**src/rtl/vec_store_unit.sv**
```systemverilog
// Serial store path: captures five vector lanes and writes the enabled
// lanes to data memory one word per accepted handshake.
module vec_store_unit #(
   parameter int DATA_W = 32,
   parameter int ADDR_W = 32,
   parameter int STRIDE = 4
) (
   input  logic              clk,
   input  logic              reset,
   input  logic              start,
   input  logic [ADDR_W-1:0] base_addr,
   input  logic [DATA_W-1:0] lane_a,
   input  logic [DATA_W-1:0] lane_b,
   input  logic [DATA_W-1:0] lane_c,
   input  logic [DATA_W-1:0] lane_d,
   input  logic [DATA_W-1:0] lane_e,
   input  logic [4:0]        lane_mask,
   output logic              mem_we,
   output logic [ADDR_W-1:0] mem_addr,
   output logic [DATA_W-1:0] mem_wdata,
   input  logic              mem_ready,
   output logic              busy,
   output logic              done,
   output logic [2:0]        words_written
);

   typedef enum logic [1:0] {IDLE, WRITE, DONE} state_t;

   state_t                 state_q;
   logic [4:0][DATA_W-1:0] lane_q;
   logic [4:0][DATA_W-1:0] lanes_in;
   logic [ADDR_W-1:0]      base_q;
   logic [4:0]             mask_q;
   logic [2:0]             ptr_q;
   logic                   we_q;
   logic [ADDR_W-1:0]      addr_q;
   logic [DATA_W-1:0]      wdata_q;
   logic                   busy_q;
   logic                   done_q;
   logic [2:0]             words_q;

   logic [4:0]             mask_d;
   logic [2:0]             ptr_d;
   logic [2:0]             start_ptr;

   function automatic logic [2:0] lowest(input logic [4:0] m);
      lowest = 3'd0;
      for (int i = 4; i >= 0; i--) begin
         if (m[i]) lowest = 3'(i);
      end
   endfunction

   function automatic logic [ADDR_W-1:0] lane_addr(
      input logic [ADDR_W-1:0] b,
      input logic [2:0]        idx
   );
      lane_addr = b + ADDR_W'(STRIDE) * ADDR_W'(idx);
   endfunction

   assign lanes_in  = {lane_e, lane_d, lane_c, lane_b, lane_a};
   assign start_ptr = lowest(lane_mask);

   // Masked-off lanes are skipped by jumping straight to the next set bit.
   always_comb begin
      mask_d = mask_q & ~(5'b00001 << ptr_q);
      ptr_d  = lowest(mask_d);
   end

   always_ff @(posedge clk or negedge reset) begin
      if (!reset) begin
         state_q <= IDLE;
         lane_q  <= '0;
         base_q  <= '0;
         mask_q  <= '0;
         ptr_q   <= '0;
         we_q    <= 1'b0;
         addr_q  <= '0;
         wdata_q <= '0;
         busy_q  <= 1'b0;
         done_q  <= 1'b0;
         words_q <= '0;
      end else begin
         unique case (state_q)
            IDLE: begin
               if (start) begin
                  lane_q  <= lanes_in;
                  base_q  <= base_addr;
                  mask_q  <= lane_mask;
                  words_q <= '0;
                  busy_q  <= 1'b1;
                  if (|lane_mask) begin
                     state_q <= WRITE;
                     ptr_q   <= start_ptr;
                     we_q    <= 1'b1;
                     addr_q  <= lane_addr(base_addr, start_ptr);
                     wdata_q <= lanes_in[start_ptr];
                  end else begin
                     state_q <= DONE;
                     done_q  <= 1'b1;
                  end
               end
            end
            WRITE: begin
               if (mem_ready) begin
                  words_q <= words_q + 3'd1;
                  mask_q  <= mask_d;
                  if (|mask_d) begin
                     ptr_q   <= ptr_d;
                     addr_q  <= lane_addr(base_q, ptr_d);
                     wdata_q <= lane_q[ptr_d];
                  end else begin
                     state_q <= DONE;
                     we_q    <= 1'b0;
                     done_q  <= 1'b1;
                  end
               end
            end
            DONE: begin
               state_q <= IDLE;
               done_q  <= 1'b0;
               busy_q  <= 1'b0;
            end
            default: state_q <= IDLE;
         endcase
      end
   end

   assign mem_we        = we_q;
   assign mem_addr      = addr_q;
   assign mem_wdata     = wdata_q;
   assign busy          = busy_q;
   assign done          = done_q;
   assign words_written = words_q;

endmodule

```
**config.mk**
```make
export PLATFORM = sky130hd
export DESIGN_NAME = vec_store_unit
export DESIGN_NICKNAME = d
export VERILOG_FILES = /design/src/rtl/vec_store_unit.sv
export SDC_FILE = /design/constraint.sdc
export NUM_CORES = 1
export LEC_CHECK = 0
export BUFFER_PORTS_ARGS = -buffer_cell sky130_fd_sc_hd__buf_4
export CAP_MARGIN = 40
export CORE_ASPECT_RATIO = 0.9
export CORE_UTILIZATION = 35
export DETAILED_ROUTE_END_ITERATION = 10
export SYNTH_ARGS = -nofsm -noshare
export SYNTH_HDL_FRONTEND = slang
export SYNTH_SLANG_ARGS = --single-unit
export TNS_END_PERCENT = 100
```
**constraint.sdc**
```tcl
create_clock -name clk -period 4.6 [get_ports clk]
set_clock_uncertainty 0.2 [all_clocks]
set_input_delay 0.23 -clock clk [delete_from_list [all_inputs] [get_ports clk]]
set_output_delay 0.23 -clock clk [all_outputs]
set_load 0.02 [all_outputs]
```
==> qor.yml <==
clock_network:
  path_clk_slew_ps: 60
  clk_path_buf_depth: 3
  cts_setup_buffers: 0
  cts_root_buffer: "clkbuf_16"
  clk_latency_ps: 520
  cts_tree: "built"
  cts_made_buffers: 34
  cts_max_level: 2
  clock-sinks: 272
global_routing:
  gr-usage-all-layers_pct: 22.48
  grt_pass1_wl_mm: 74.85
  grt_pass1_vias: 13280
  antenna_found_initial: 2
  grt_start_max_net_pins: 117
  grt_overflow: 0
cells_and_area:
  fillCellCount: 3598
  drive_gt1_share_pct: 31.54
  num-nets-final: 1989
  multi_input_area_um2: 7102
  area_growth_pct: 40.43
  regArea_um2: 6807
  fin_util_pct: 49.88
  fin_cells: 2342
floorplanning:
  start_util_pct: 35.52
  die-area_um2: 42060
  num_rows: 70
  core_area_um2: 40640
  die_h_um: 194.7
  die_x_um: 216.1
  io_pins: 271
synthesis:
  postSynthCellCount: 1344
  synth_edf_count: 0
  ys.flop_type: "dfrtp_1"
  netlist_area_um2: 14440
  synthTopCellsByArea: "dfrtp_1 (47%), mux2_2 (15%), nand2_1 (3.8%)"
  ys_seq_elements: 272
  syn_avg_cell_area_um2: 10.74
  synth.largest_area_cell: "dfrtp_1"
  ys_seq_area_share_pct: 47.15
  netlist.area_leader.share_pct: 47.15
  synth_cell_types: 62
  syn_nets: 1557
  synthArstFlopShare_pct: 100.0
  yosys_warnings: 0
placed_design:
  hpwl_mm: 30.14
  numPlacedInstances: 2080
  gp_congestion: 0.8724
  port_buffers: 270
drt:
  vias: 12860
  drt-wirelength-per-cell_um: 20.41
  drt-total-wl_mm: 47.80
  dr.pass1.iters: 8
  via_per_inst: 5.492
  antenna_left: 0
  drt-initial-drc-count: 1030
  drc: 0
pwr:
  p_comb_share_pct: 46.2
  leakagePower_nw: 8.992
  seq_power_share_pct: 32.8
  internal_power_w: 0.008318
  ir_worst_vdd_uv: 306.5
  p_sw_share_pct: 38.71
  p_clk_share_pct: 20.9
  p_sw_w: 0.005254
  power_density_nw_per_um2: 669.5
critical_path:
  rr_endpoint: "mem_addr[30]"
  crit_type: "reg -> reg"
  crit_fanout: 9
  cp.required_ps: 4800
  reg2reg_from: "ptr_q[1]"
  cp.arrival_ps: 3890
  critPathCaptureType: "register"
  reg2reg_slack_ps: 920
  start_kind: "register"
  reg2reg_depth: 12
timing:
  setup_viol: 0
  holdWs_ps: 178.1
  fin_crit_sh_pct: 80.07
  slew-limit-headroom_pct: 37.78
  worstMarginPinSlew_ps: 933.2
  min_period_ps: 3683
  finalSetupTns_ps: 0
  timing.fmax_mhz: 271.5
  hold_violations: 0
  drv_slew: 0
  rsz0062_at_grt: "no"
run_status:
  status: "finished, final reports clean"
worst_hold_path:
  hold_class: "in -> async"
flow_run:
  drv_cap: 0
## cell type report
class / instances / share of cell area (%)
antenna: 1 / 0.01234
clock buffer: 51 / 5.210
clock inverter: 10 / 0.7469
inverter: 26 / 0.4815
multi-input combinational: 944 / 35.03
sequential: 272 / 33.58
tap: 540 / 3.333
timing repair buffer: 498 / 21.60
## state kept, by name, indices dropped and copies added (netlist names)
signal / cells
base_q: 32
busy: 1
done: 1
lane_q: 160
mask_q: 5
mem_addr: 32
mem_wdata: 32
mem_we: 1
ptr_q: 3
state_q: 2
words_written: 3
## layer usage
metal	up-vias	part of all wire, %	GRT usage (%)
met2	480	48	36.24
li1	5858	-	-
met1	6412	43	30.02
met5	-	0.023	0
met4	2	3.0	9.233
met3	111	5.8	3.552
## per-stage QoR
step | worst slack, ps | total power, W | area [µm²]
6_report | 916.7 | 0.01357 | 20270
5_1_grt | 616.1 | 0.01444 | 20270
4_1_cts | 890.3 | 0.01361 | 20270
3_5_place_dp | 906.7 | 0.01058 | 17060
3_3_place_gp | 961.4 | 0.01036 | 16970
2_1_floorplan | 1050 | 0.008547 | 14440
## power groups by stage
stage	Combinational [W]	Clock, W	Sequential (W)
floorplan	0.00398	0	0.00457
global placement	0.00594	0	0.00442
detailed placement	0.00611	0	0.00446
CTS	0.00627	0.00291	0.00444
global route	0.00683	0.00300	0.00460
finish	0.00628	0.00284	0.00446
## critical path, cell delays in order, from the launching register on
cell       delay (ps)
dfrtp_1           480
or3b_1            420
a2bb2oi_2         200
o21ai_4            80
inv_2              80
ha_1              160
inv_1              60
fa_1              410
nand2b_1          200
a2111oi_2         680
nand4_1           190
xor2_1            190
o311ai_1          250
## placed cells by master (no fill, tap or decap), types with 25 or more instances in the layout
cell,count
buf_4,287
dfrtp_1,272
dlygate4sd3_1,200
mux2_2,191
nand2_1,144
o21ai_0,86
nor2_1,57
a21oi_1,54
mux2i_1,53
a31oi_1,35
clkbuf_16,35
a222oi_1,31
a2bb2oi_1,31
a311oi_1,31
a22o_1,31
xor2_1,27
xnor2_1,27
inv_1,25
## how the worst max path moves through the flow
stage / start / cells past startpoint / slack (ps) / to
after floorplan: ptr_q[1] / 14 / 1050 / mem_addr[30]
after CTS: ptr_q[1] / 12 / 890 / mem_addr[30]
final: ptr_q[1] / 12 / 920 / mem_addr[30]
after detailed placement: ptr_q[1] / 12 / 910 / mem_addr[30]
after global routing: ptr_q[1] / 13 / 620 / mem_addr[28]
after global placement: ptr_q[1] / 13 / 960 / mem_addr[28]
## cell families (layout without fill, tap and decap cells)
| family | Yosys count | after routing | share of synthesized area (%) |
|---|---|---|---|
| AOI/OAI and AO/OA | 330 | 330 | 16.24 |
| xor gates and xnor gates | 54 | 54 | 3.276 |
| adders and majority gates | 12 | 12 | 1.144 |
| buffers and inverters | 128 | 585 | 4.022 |
| DFF | 272 | 272 | 47.15 |
| muxes | 244 | 244 | 18.58 |
| other | 0 | 1 | 0 |
| and+or+nand+nor | 304 | 304 | 9.587 |
## what timing repair did
| item | CTS | global route |
|---|---|---|
| gates resized for setup | 0 | 0 |
| hold endpoints to repair | 337 | 0 |
| hold buffers | 200 | 0 |
## cell usage after synthesis, drive strengths merged, types with 11 or more instances
| library cell | n |
|---|---|
| o21ai | 89 |
| a21oi | 54 |
| xor2 | 27 |
| nor3 | 17 |
| nor2 | 59 |
| a22o | 31 |
| mux2i | 53 |
| nand4 | 20 |
| inv | 26 |
| a31oi | 37 |
| mux2 | 191 |
| dfrtp | 272 |
| a2bb2oi | 32 |
| nand3 | 19 |
| a222oi | 31 |
| xnor2 | 27 |
| a311oi | 32 |
| clkbuf | 64 |
| nand2 | 145 |
| buf | 38 |
| and3 | 11 |
Note: power is estimated with default switching activity, not from simulation.
